### config.mk
export PLATFORM = sky130hd
export DESIGN_NAME = mips_multicycle_ctrl_flat
export DESIGN_NICKNAME = d
export VERILOG_FILES = /design/src/rtl/mips_multicycle_ctrl_if.sv /design/src/rtl/mips_multicycle_ctrl.sv /design/src/flat_wrapper.sv
export SDC_FILE = /design/constraint.sdc
export NUM_CORES = 1
export LEC_CHECK = 0
export ABC_CLOCK_PERIOD_IN_PS = 4250
export BUFFER_PORTS_ARGS = -buffer_cell sky130_fd_sc_hd__buf_2
export CELL_PAD_IN_SITES_DETAIL_PLACEMENT = 1
export CELL_PAD_IN_SITES_GLOBAL_PLACEMENT = 1
export CORE_UTILIZATION = 37
export CTS_BUF_LIST = sky130_fd_sc_hd__clkbuf_16
export DETAILED_ROUTE_END_ITERATION = 10
export GPL_TIMING_DRIVEN = 1
export PLACE_DENSITY = 0.89
export SLEW_MARGIN = 0
export SYNTH_ARGS = -nofsm -noshare
export SYNTH_HDL_FRONTEND = slang
export SYNTH_SLANG_ARGS = --single-unit
### constraint.sdc
create_clock -name clk -period 4.25 [get_ports clk]
set_input_delay 0.425 -clock clk [delete_from_list [all_inputs] [get_ports clk]]
set_output_delay 0.425 -clock clk [all_outputs]
set_load 0.02 [all_outputs]
### src/rtl/mips_multicycle_ctrl_if.sv
`default_nettype none
// ============================================================================
// Module      : mips_multicycle_ctrl_if
// Description : Bundle of the decode inputs, memory handshake and datapath
//               control outputs between the multicycle MIPS sequencer and
//               its datapath. The master modport is the controller side; the
//               slave modport is the datapath/memory side.
// Revision    : 1.0 - initial release
// ============================================================================
interface mips_multicycle_ctrl_if;
  logic [5:0] Op;
  logic [5:0] Funct;
  logic       Zero;
  logic       MemReady;
  logic       MemReq;
  logic       MemWrite;
  logic       IorD;
  logic       IRWrite;
  logic       PCEn;
  logic       RegWrite;
  logic       RegDst;
  logic       MemtoReg;
  logic       ALUSrcA;
  logic [1:0] ALUSrcB;
  logic [1:0] PCSrc;
  logic [2:0] ALUControl;
  logic       IllegalOp;
  logic       MemFault;

  modport master (
    input  Op, Funct, Zero, MemReady,
    output MemReq, MemWrite, IorD, IRWrite, PCEn, RegWrite, RegDst, MemtoReg,
           ALUSrcA, ALUSrcB, PCSrc, ALUControl, IllegalOp, MemFault
  );

  modport slave (
    output Op, Funct, Zero, MemReady,
    input  MemReq, MemWrite, IorD, IRWrite, PCEn, RegWrite, RegDst, MemtoReg,
           ALUSrcA, ALUSrcB, PCSrc, ALUControl, IllegalOp, MemFault
  );
endinterface
`default_nettype wire

### src/rtl/mips_multicycle_ctrl.sv
`default_nettype none
// ============================================================================
// Module      : mips_multicycle_ctrl
// Description : Moore sequencing FSM for the multicycle MIPS datapath with a
//               MemReq/MemReady handshake and a memory-timeout watchdog that
//               parks the core in HALT with a sticky MemFault.
//               Optional macro MULTICYCLE_EXT_OPS_EN adds addi and j.
// Revision    : 1.0 - initial release
// ============================================================================
module mips_multicycle_ctrl #(
  parameter int TIMEOUT_CYCLES = 255
) (
  input  wire logic             clk,
  input  wire logic             reset,
  mips_multicycle_ctrl_if.master bus
);

  localparam int                 c_CNT_W   = (TIMEOUT_CYCLES > 0) ? $clog2(TIMEOUT_CYCLES + 1) : 1;
  localparam logic [c_CNT_W-1:0] c_TIMEOUT = c_CNT_W'(TIMEOUT_CYCLES);
  localparam bit                 c_WDOG_EN = (TIMEOUT_CYCLES != 0);

  localparam logic [5:0] c_OP_RTYPE = 6'b000000;
  localparam logic [5:0] c_OP_LW    = 6'b100011;
  localparam logic [5:0] c_OP_SW    = 6'b101011;
  localparam logic [5:0] c_OP_BEQ   = 6'b000100;
`ifdef MULTICYCLE_EXT_OPS_EN
  localparam logic [5:0] c_OP_ADDI  = 6'b001000;
  localparam logic [5:0] c_OP_J     = 6'b000010;
`endif

  localparam logic [2:0] c_ALU_ADD = 3'b010;
  localparam logic [2:0] c_ALU_SUB = 3'b110;
  localparam logic [2:0] c_ALU_AND = 3'b000;
  localparam logic [2:0] c_ALU_OR  = 3'b001;
  localparam logic [2:0] c_ALU_SLT = 3'b111;

  typedef enum logic [3:0] {
    ST_FETCH   = 4'd0,
    ST_DECODE  = 4'd1,
    ST_MEMADR  = 4'd2,
    ST_MEMRD   = 4'd3,
    ST_MEMWB   = 4'd4,
    ST_MEMWR   = 4'd5,
    ST_EXECUTE = 4'd6,
    ST_ALUWB   = 4'd7,
    ST_BRANCH  = 4'd8,
    ST_HALT    = 4'd9
`ifdef MULTICYCLE_EXT_OPS_EN
    ,
    ST_ADDIEX  = 4'd10,
    ST_ADDIWB  = 4'd11,
    ST_JUMP    = 4'd12
`endif
  } state_t;

  state_t             r_state;
  state_t             w_next;
  logic [c_CNT_W-1:0] r_wait_cnt;
  logic               r_mem_fault;

  logic       w_mem_req;
  logic       w_mem_write;
  logic       w_iord;
  logic       w_irwrite;
  logic       w_pcwrite;
  logic       w_branch;
  logic       w_regwrite;
  logic       w_regdst;
  logic       w_memtoreg;
  logic       w_alusrca;
  logic [1:0] w_alusrcb;
  logic [1:0] w_pcsrc;
  logic [2:0] w_aluctl;
  logic       w_illegal;
  logic       w_stall;
  logic       w_timeout;

  // A request cycle without MemReady is a wait cycle; the watchdog fires on
  // the wait cycle that finds the counter already at the limit.
  assign w_stall   = w_mem_req & ~bus.MemReady;
  assign w_timeout = c_WDOG_EN & w_stall & (r_wait_cnt == c_TIMEOUT);

  // State register, wait counter and sticky fault flag.
  always_ff @(posedge clk) begin
    if (reset) begin
      r_state     <= ST_FETCH;
      r_wait_cnt  <= '0;
      r_mem_fault <= 1'b0;
    end else begin
      r_state <= w_next;
      if (c_WDOG_EN && w_stall && !w_timeout) begin
        r_wait_cnt <= r_wait_cnt + 1'b1;
      end else begin
        r_wait_cnt <= '0;
      end
      if (w_timeout) begin
        r_mem_fault <= 1'b1;
      end
    end
  end

  // Next-state and per-state control decode.
  always_comb begin
    w_next      = r_state;
    w_mem_req   = 1'b0;
    w_mem_write = 1'b0;
    w_iord      = 1'b0;
    w_irwrite   = 1'b0;
    w_pcwrite   = 1'b0;
    w_branch    = 1'b0;
    w_regwrite  = 1'b0;
    w_regdst    = 1'b0;
    w_memtoreg  = 1'b0;
    w_alusrca   = 1'b0;
    w_alusrcb   = 2'b00;
    w_pcsrc     = 2'b00;
    w_aluctl    = 3'b000;
    w_illegal   = 1'b0;

    case (r_state)
      ST_FETCH: begin
        w_mem_req = 1'b1;
        w_alusrcb = 2'b01;
        w_aluctl  = c_ALU_ADD;
        // IR load and PC+4 happen only on the completing cycle.
        w_irwrite = bus.MemReady;
        w_pcwrite = bus.MemReady;
        if (bus.MemReady) w_next = ST_DECODE;
      end
      ST_DECODE: begin
        w_alusrcb = 2'b11;
        w_aluctl  = c_ALU_ADD;
        case (bus.Op)
          c_OP_RTYPE:       w_next = ST_EXECUTE;
          c_OP_LW, c_OP_SW: w_next = ST_MEMADR;
          c_OP_BEQ:         w_next = ST_BRANCH;
`ifdef MULTICYCLE_EXT_OPS_EN
          c_OP_ADDI:        w_next = ST_ADDIEX;
          c_OP_J:           w_next = ST_JUMP;
`else
          // addi and j are not decoded in this build and fall to the default.
`endif
          default: begin
            w_illegal = 1'b1;
            w_next    = ST_FETCH;
          end
        endcase
      end
      ST_MEMADR: begin
        w_alusrca = 1'b1;
        w_alusrcb = 2'b10;
        w_aluctl  = c_ALU_ADD;
        w_next    = (bus.Op == c_OP_LW) ? ST_MEMRD : ST_MEMWR;
      end
      ST_MEMRD: begin
        w_mem_req = 1'b1;
        w_iord    = 1'b1;
        if (bus.MemReady) w_next = ST_MEMWB;
      end
      ST_MEMWB: begin
        w_regwrite = 1'b1;
        w_memtoreg = 1'b1;
        w_next     = ST_FETCH;
      end
      ST_MEMWR: begin
        w_mem_req   = 1'b1;
        w_mem_write = 1'b1;
        w_iord      = 1'b1;
        if (bus.MemReady) w_next = ST_FETCH;
      end
      ST_EXECUTE: begin
        w_alusrca = 1'b1;
        w_next    = ST_ALUWB;
        case (bus.Funct)
          6'b100000: w_aluctl = c_ALU_ADD;
          6'b100010: w_aluctl = c_ALU_SUB;
          6'b100100: w_aluctl = c_ALU_AND;
          6'b100101: w_aluctl = c_ALU_OR;
          6'b101010: w_aluctl = c_ALU_SLT;
          default: begin
            // Unknown function: skip the writeback entirely.
            w_aluctl  = c_ALU_ADD;
            w_illegal = 1'b1;
            w_next    = ST_FETCH;
          end
        endcase
      end
      ST_ALUWB: begin
        w_regwrite = 1'b1;
        w_regdst   = 1'b1;
        w_next     = ST_FETCH;
      end
      ST_BRANCH: begin
        w_alusrca = 1'b1;
        w_aluctl  = c_ALU_SUB;
        w_pcsrc   = 2'b01;
        w_branch  = 1'b1;
        w_next    = ST_FETCH;
      end
`ifdef MULTICYCLE_EXT_OPS_EN
      ST_ADDIEX: begin
        w_alusrca = 1'b1;
        w_alusrcb = 2'b10;
        w_aluctl  = c_ALU_ADD;
        w_next    = ST_ADDIWB;
      end
      ST_ADDIWB: begin
        w_regwrite = 1'b1;
        w_next     = ST_FETCH;
      end
      ST_JUMP: begin
        w_pcsrc   = 2'b10;
        w_pcwrite = 1'b1;
        w_next    = ST_FETCH;
      end
`endif
      ST_HALT: begin
        w_next = ST_HALT;
      end
      default: begin
        w_next = ST_FETCH;
      end
    endcase

    if (w_timeout) w_next = ST_HALT;
  end

  // Every output is forced low while reset is held.
  assign bus.MemReq     = w_mem_req   & ~reset;
  assign bus.MemWrite   = w_mem_write & ~reset;
  assign bus.IorD       = w_iord      & ~reset;
  assign bus.IRWrite    = w_irwrite   & ~reset;
  assign bus.PCEn       = (w_pcwrite | (w_branch & bus.Zero)) & ~reset;
  assign bus.RegWrite   = w_regwrite  & ~reset;
  assign bus.RegDst     = w_regdst    & ~reset;
  assign bus.MemtoReg   = w_memtoreg  & ~reset;
  assign bus.ALUSrcA    = w_alusrca   & ~reset;
  assign bus.ALUSrcB    = w_alusrcb   & {2{~reset}};
  assign bus.PCSrc      = w_pcsrc     & {2{~reset}};
  assign bus.ALUControl = w_aluctl    & {3{~reset}};
  assign bus.IllegalOp  = w_illegal   & ~reset;
  assign bus.MemFault   = r_mem_fault & ~reset;

endmodule
`default_nettype wire
### src/flat_wrapper.sv
// flat-port wrapper written by rule: the top's interface ports become plain ports
module mips_multicycle_ctrl_flat 
#(
  parameter int TIMEOUT_CYCLES = 255
)
  (clk, reset, bus_Op, bus_Funct, bus_Zero, bus_MemReady, bus_MemReq, bus_MemWrite, bus_IorD, bus_IRWrite, bus_PCEn, bus_RegWrite, bus_RegDst, bus_MemtoReg, bus_ALUSrcA, bus_ALUSrcB, bus_PCSrc, bus_ALUControl, bus_IllegalOp, bus_MemFault);
  mips_multicycle_ctrl_if bus_i ();
  input  wire logic clk;
  input  wire logic reset;
  input wire logic [$bits(bus_i.Op)-1:0] bus_Op;
  input wire logic [$bits(bus_i.Funct)-1:0] bus_Funct;
  input wire logic [$bits(bus_i.Zero)-1:0] bus_Zero;
  input wire logic [$bits(bus_i.MemReady)-1:0] bus_MemReady;
  output wire logic [$bits(bus_i.MemReq)-1:0] bus_MemReq;
  output wire logic [$bits(bus_i.MemWrite)-1:0] bus_MemWrite;
  output wire logic [$bits(bus_i.IorD)-1:0] bus_IorD;
  output wire logic [$bits(bus_i.IRWrite)-1:0] bus_IRWrite;
  output wire logic [$bits(bus_i.PCEn)-1:0] bus_PCEn;
  output wire logic [$bits(bus_i.RegWrite)-1:0] bus_RegWrite;
  output wire logic [$bits(bus_i.RegDst)-1:0] bus_RegDst;
  output wire logic [$bits(bus_i.MemtoReg)-1:0] bus_MemtoReg;
  output wire logic [$bits(bus_i.ALUSrcA)-1:0] bus_ALUSrcA;
  output wire logic [$bits(bus_i.ALUSrcB)-1:0] bus_ALUSrcB;
  output wire logic [$bits(bus_i.PCSrc)-1:0] bus_PCSrc;
  output wire logic [$bits(bus_i.ALUControl)-1:0] bus_ALUControl;
  output wire logic [$bits(bus_i.IllegalOp)-1:0] bus_IllegalOp;
  output wire logic [$bits(bus_i.MemFault)-1:0] bus_MemFault;
  assign bus_i.Op = bus_Op;
  assign bus_i.Funct = bus_Funct;
  assign bus_i.Zero = bus_Zero;
  assign bus_i.MemReady = bus_MemReady;
  assign bus_MemReq = bus_i.MemReq;
  assign bus_MemWrite = bus_i.MemWrite;
  assign bus_IorD = bus_i.IorD;
  assign bus_IRWrite = bus_i.IRWrite;
  assign bus_PCEn = bus_i.PCEn;
  assign bus_RegWrite = bus_i.RegWrite;
  assign bus_RegDst = bus_i.RegDst;
  assign bus_MemtoReg = bus_i.MemtoReg;
  assign bus_ALUSrcA = bus_i.ALUSrcA;
  assign bus_ALUSrcB = bus_i.ALUSrcB;
  assign bus_PCSrc = bus_i.PCSrc;
  assign bus_ALUControl = bus_i.ALUControl;
  assign bus_IllegalOp = bus_i.IllegalOp;
  assign bus_MemFault = bus_i.MemFault;
  mips_multicycle_ctrl #(.TIMEOUT_CYCLES(TIMEOUT_CYCLES)) u_core (.clk(clk), .reset(reset), .bus(bus_i));
endmodule
## After elaboration in Yosys (flattened, before gate mapping)

Index checks and enable logic that the tools add are counted.

| word-level totals | value |
|---|---|
| memories | 0 |
| bits in writable memories | 0 |
| memory bits (read-only) | 0 |
| input port bits | 16 |
| latch bits | 0 |
| output and inout port bits | 18 |
| bits in registers | 13 |
| logic and storage cells | 90 |

| operators by class | value |
|---|---|
| reductions and logical operators | 16 |
| shifts and indexed selects | 0 |
| mux-type cells | 24 |
| bitwise logic cells | 21 |
| order comparisons | 0 |
| equal/unequal tests | 24 |
| add/sub/neg operators | 1 |
| div/mod/pow operators | 0 |
| multiply operators | 0 |

Operators by type and width:

| kind | count |
|---|---|
| $eq 6x6->1 const B | 7 |
| $pmux 4 s7 | 1 |
| $eq 4x3->1 const B | 4 |
| $mux 4 | 4 |
| $and 1x1->1 | 14 |
| $mux 1 | 12 |
| $pmux 3 s4 | 1 |
| $pmux 4 s3 | 1 |
| $reduce_or 2->1 | 5 |
| $ne 3x2->1 const B | 3 |
| $pmux 3 s3 | 1 |
| $reduce_or 3->1 | 3 |
| $add 8x1->8 const B | 1 |
| $eq 4x2->1 const B | 2 |
| $eq 4x4->1 const B | 2 |
| $eq 8x8->1 const B | 1 |
| $eq 6x3->1 const B | 1 |
| $logic_not 6->1 | 1 |
| $mux 3 | 2 |
| $ne 2x2->1 const B | 3 |
| $pmux 2 s3 | 1 |
| $reduce_and 3->1 | 2 |
| $reduce_or 5->1 | 1 |
| $eq 4x1->1 const B | 1 |
| other kinds (10) | 12 |

## Depth between registers and ports, before layout

| logic depth | value |
|---|---|
| depth after elaboration | 9 |
| mapped depth | 5 |
| gate-level depth less buffers | 5 |

## Worst setup path after synthesis

OpenSTA, ideal clock, no wires.

| path | value |
|---|---|
| path kind | register to output |
| start point | register u_core.r_state[3] |
| end point | output port bus_ALUControl[0] |
| buffers on the path | 2 |
| arrival time | 1.580 ns |
| stages on the path, launching flop included | 5 |
| data required time | 3.825 ns |
| setup slack | 2.245 ns |
| path through | dfxtp_1 > clkbuf_1 > or2_2 > clkbuf_1 > nor4_1 |

| between the ends | value |
|---|---|
| cells in the longest elaborated chain, start to end | 4 |
| elaborated cells on any way between the ends | 8 |
| classes of those cells | eq/ne (4); mux (1); bitwise (1); reduce/logical (2) |

RTL lines:

| element | line | source |
|---|---|---|
| from (decl) | mips_multicycle_ctrl.sv:56 | `state_t r_state;` |
| from (signal assigned) | mips_multicycle_ctrl.sv:90 | `r_state <= w_next;` |
| $eq 4x2->1, or another cell as far along | mips_multicycle_ctrl.sv:120 | `case (r_state)` |
| $reduce_or 3->1 (no line) | - |  |
| $pmux 3 s3 * | mips_multicycle_ctrl.sv:120 |  |
| $and 3x3->3 * | mips_multicycle_ctrl.sv:240 | `assign bus.ALUControl = w_aluctl & {3{~reset}};` |
| to (decl) | flat_wrapper.sv:25 | `output wire logic [$bits(bus_i.ALUControl)-1:0] bus_ALUControl;` |

Mark *: on every way between the ends. The rest lies on a longest branch, timed or not.

## Final worst setup path

| path | value |
|---|---|
| start point | register u_core.r_state[1] |
| end point | output port bus_IllegalOp |

| between the ends | value |
|---|---|
| cells in the longest elaborated chain, start to end | 3 |
| elaborated cells on any way between the ends | 4 |
| classes of those cells | eq/ne (2); mux (1); bitwise (1) |

RTL lines:

| element | line | source |
|---|---|---|
| $eq 4x3->1 or $eq 4x1->1 (tied branches) | mips_multicycle_ctrl.sv:120 |  |
| $pmux 1 s2 * | mips_multicycle_ctrl.sv:120 |  |
| $and 1x1->1 * | mips_multicycle_ctrl.sv:241 | `assign bus.IllegalOp = w_illegal & ~reset;` |
| to (decl) | flat_wrapper.sv:26 | `output wire logic [$bits(bus_i.IllegalOp)-1:0] bus_IllegalOp;` |

Marked as above.

==> results.toml <==
[global_route]
grtUsageMet3 = 0.06667
grt_pass1_wl_um = 4360
grt_max_degree = 25
grt_use_met2 = 0.3574
antenna_found_initial = 0
track_usage = 0.2054
grt_pass1_vias = 998
top_usage_layer = "met2"
grt_overflow = 0
use_met1 = 0.2488

[logic_synthesis]
synthMuxAreaShare = 0.009768
synth_top_family_by_area = "simple AND/OR/NAND/NOR gates"
yosys-top-cells-area = "dfxtp_1, nor2_1, nand3_1, nand2b_1, xor2_1"
yosysWarnings = 0
ys_types = 45
syn_inst = 143
synth_edf_count = 0
synthSimpleGateAreaFrac = 0.4078
synth_top_area_cell = "dfxtp_1"
yosys_register_bits = 13
avgSynthCellArea_um2 = 7.166
synth_top_area_frac = 0.2540
synth-xor-area-share = 0.06838
synth-seq-area-share = 0.2540
synth_nets = 160
synth_flop_cell = "dfxtp_1"
syn_area_um2 = 1025
synth_compound_area_frac = 0.1746
synthAdderAreaFrac = 0.02198
async_reset_ff_frac = 0

[clock_network]
numCtsBuffers = 3
cts_hold_buf = 0
clkSinkCount = 13
cts_tree = "built"
htreeDepth = 1
clkTransAtPathRegs_ns = 0.04
cts_resized = 0
insertion_delay_ns = 0.24
clockBufferDepth = 2
post-cts-setup-buffer-count = 0
cts_root_buf = "clkbuf_16"

[sta]
fin_crit_sh = 0.5472
slew_headroom = 0.4852
tns_ns = 0
fin_ws_ns = 1.924
setup_viol = 0
fin_crit_ns = 2.326
fin_skew_ns = 0.0009439
rsz0062_at_grt = "no"
fmax_mhz = 430.0
worst_pin_slew_ns = 0.7712
drv_slew = 0
hold_violations = 0

[place]
dp_hpwl_um = 2114
place_ws_ns = 2.200
dp_cells = 195
port_buffers = 32
place_congestion = 0.7994

[worst_setup_path]
cp_slowest_cell = "dfxtp_1"
crit_path_end_kind = "output port"
critPathKind = "reg2out"
r2r_cells = 4
cp_data_required_time_ns = 3.83
cp_cell_sequence = "nand2_1, or2_2, nand2b_1, a21oi_1, buf_2"
slowest_delay_ns = 0.71
cp-start-kind = "register"
arrival_ns = 1.90
path_max_fanout = 19

[floorplan]
die_area_um2 = 2984
core_area_um2 = 2545
die_width_um = 54.63
rows = 18
initial_utilization = 0.4027
ios = 34
die_h_um = 54.63

[drt]
dr.first_iter.drc_count = 13
drc = 0
antenna_left = 0
routedWlPerCell_um = 13.86
routed_wl_um = 2758
drt_first_pass_iters = 4
via_count = 1102
via_per_inst = 5.538

[hold_path]
holdPathStages = 1
holdCritPathClass = "reg2reg"

[outcome]
run_status = "completed"

[layout]
fin_cells = 199
nets = 187
syn_to_final_growth_pct = 21.73
antenna_cells = 0
nFillCells = 352
final_layout_size_suffix_gt1_frac = 0.2367

[power_and_ir_drop]
ir_drop_mv = 0.3894
p_leak_nw = 0.5328
powerDensity_nw_per_um2 = 284.7

[run]
maxCapViolCount = 0
[synth_stat cells, drive strengths merged, types with 3 or more instances]
cell type / count
a21oi: 4
a31oi: 4
and3: 6
buf: 3
clkbuf: 7
dfxtp: 13
nand2: 9
nand2b: 7
nand3: 9
nor2: 26
nor2b: 3
nor3: 5
or2: 3
xnor2: 3
xor2: 5
[power by group]
part / internal, mW / switching (mW) / leakage (nW)
clock network: 0.124 / 0.0506 / 0.0423
logic: 0.0209 / 0.0299 / 0.385
registers: 0.124 / 0.00578 / 0.105
[layout make-up]
type                       instances  area (um2)  area share
clock buffer                       3       75.07     0.06018
clock inverter                     1       3.754    0.003009
inverter                           2       7.507    0.006018
multi-input combinational        118       703.2      0.5637
sequential                        13       260.3      0.2086
tap                               30       37.54     0.03009
timing repair buffer              32       160.2      0.1284
[metal layers]
layer | up-vias | routed length, um
met2 | 16 | 1409
met4 | 0 | 0
met5 | - | 0
li1 | 560 | -
met1 | 526 | 1255
met3 | 0 | 93
[critical path: cells and delay by family (launching register included)]
family | cells | cell delay, ns
AOI/OAI and AO/OA | 1 | 0.15
buffers and inverters | 1 | 0.18
DFF | 1 | 0.71
and+or+nand+nor | 3 | 0.61
[per-stage QoR]
| step | area, um2 | utilization | power (mW) | hold WS (ns) |
|---|---|---|---|---|
| 2_1_floorplan | 1025 | - | 0.1647 | 0.4175 |
| 3_3_place_gp | 1169 | 0.4592 | 0.1806 | 0.4279 |
| 3_5_place_dp | 1169 | 0.4592 | 0.1826 | 0.4452 |
| 4_1_cts | 1247 | 0.4902 | 0.3584 | 0.4534 |
| 5_1_grt | 1247 | 0.4902 | 0.3715 | 0.4643 |
| 6_report | 1247 | 0.4902 | 0.3552 | 0.4492 |
[registers in the layout (all words and copies together) (netlist names)]
register	flops
u_core.r_mem_fault	1
u_core.r_state	4
u_core.r_wait_cnt	8
[kinds of logic after synthesis]
family / Yosys count
muxes: 1
other: 1
buffers and inverters: 12
DFF: 13
AOI/OAI and AO/OA: 25
xor gates and xnor gates: 8
and+or+nand+nor: 81
adders and majority gates: 2
[worst paths after layout]
kind                              startpoint                         endpoint  slack [ns]
max           u_core.r_state[1]$_SDFFE_PP0P_                    bus_IllegalOp        1.92
min          u_core.r_wait_cnt[0]$_SDFF_PP0_  u_core.r_wait_cnt[0]$_SDFF_PP0_        0.45
max reg2reg   u_core.r_state[0]$_SDFFE_PP0P_   u_core.r_state[2]$_SDFFE_PP0P_        2.47
min reg2reg  u_core.r_wait_cnt[0]$_SDFF_PP0_  u_core.r_wait_cnt[0]$_SDFF_PP0_        0.45
[placed cells by master (no fill, tap or decap), types with 4 or more instances in the layout]
master,Yosys,layout
a21oi_1,4,4
nand3_1,9,9
a31oi_1,4,4
xor2_1,5,5
nand2b_1,7,7
nor3_1,5,5
dfxtp_1,13,13
buf_2,2,32
nor2_1,26,26
nand2_1,9,9
and3_1,6,6
Note: power is estimated with default switching activity, not from simulation.
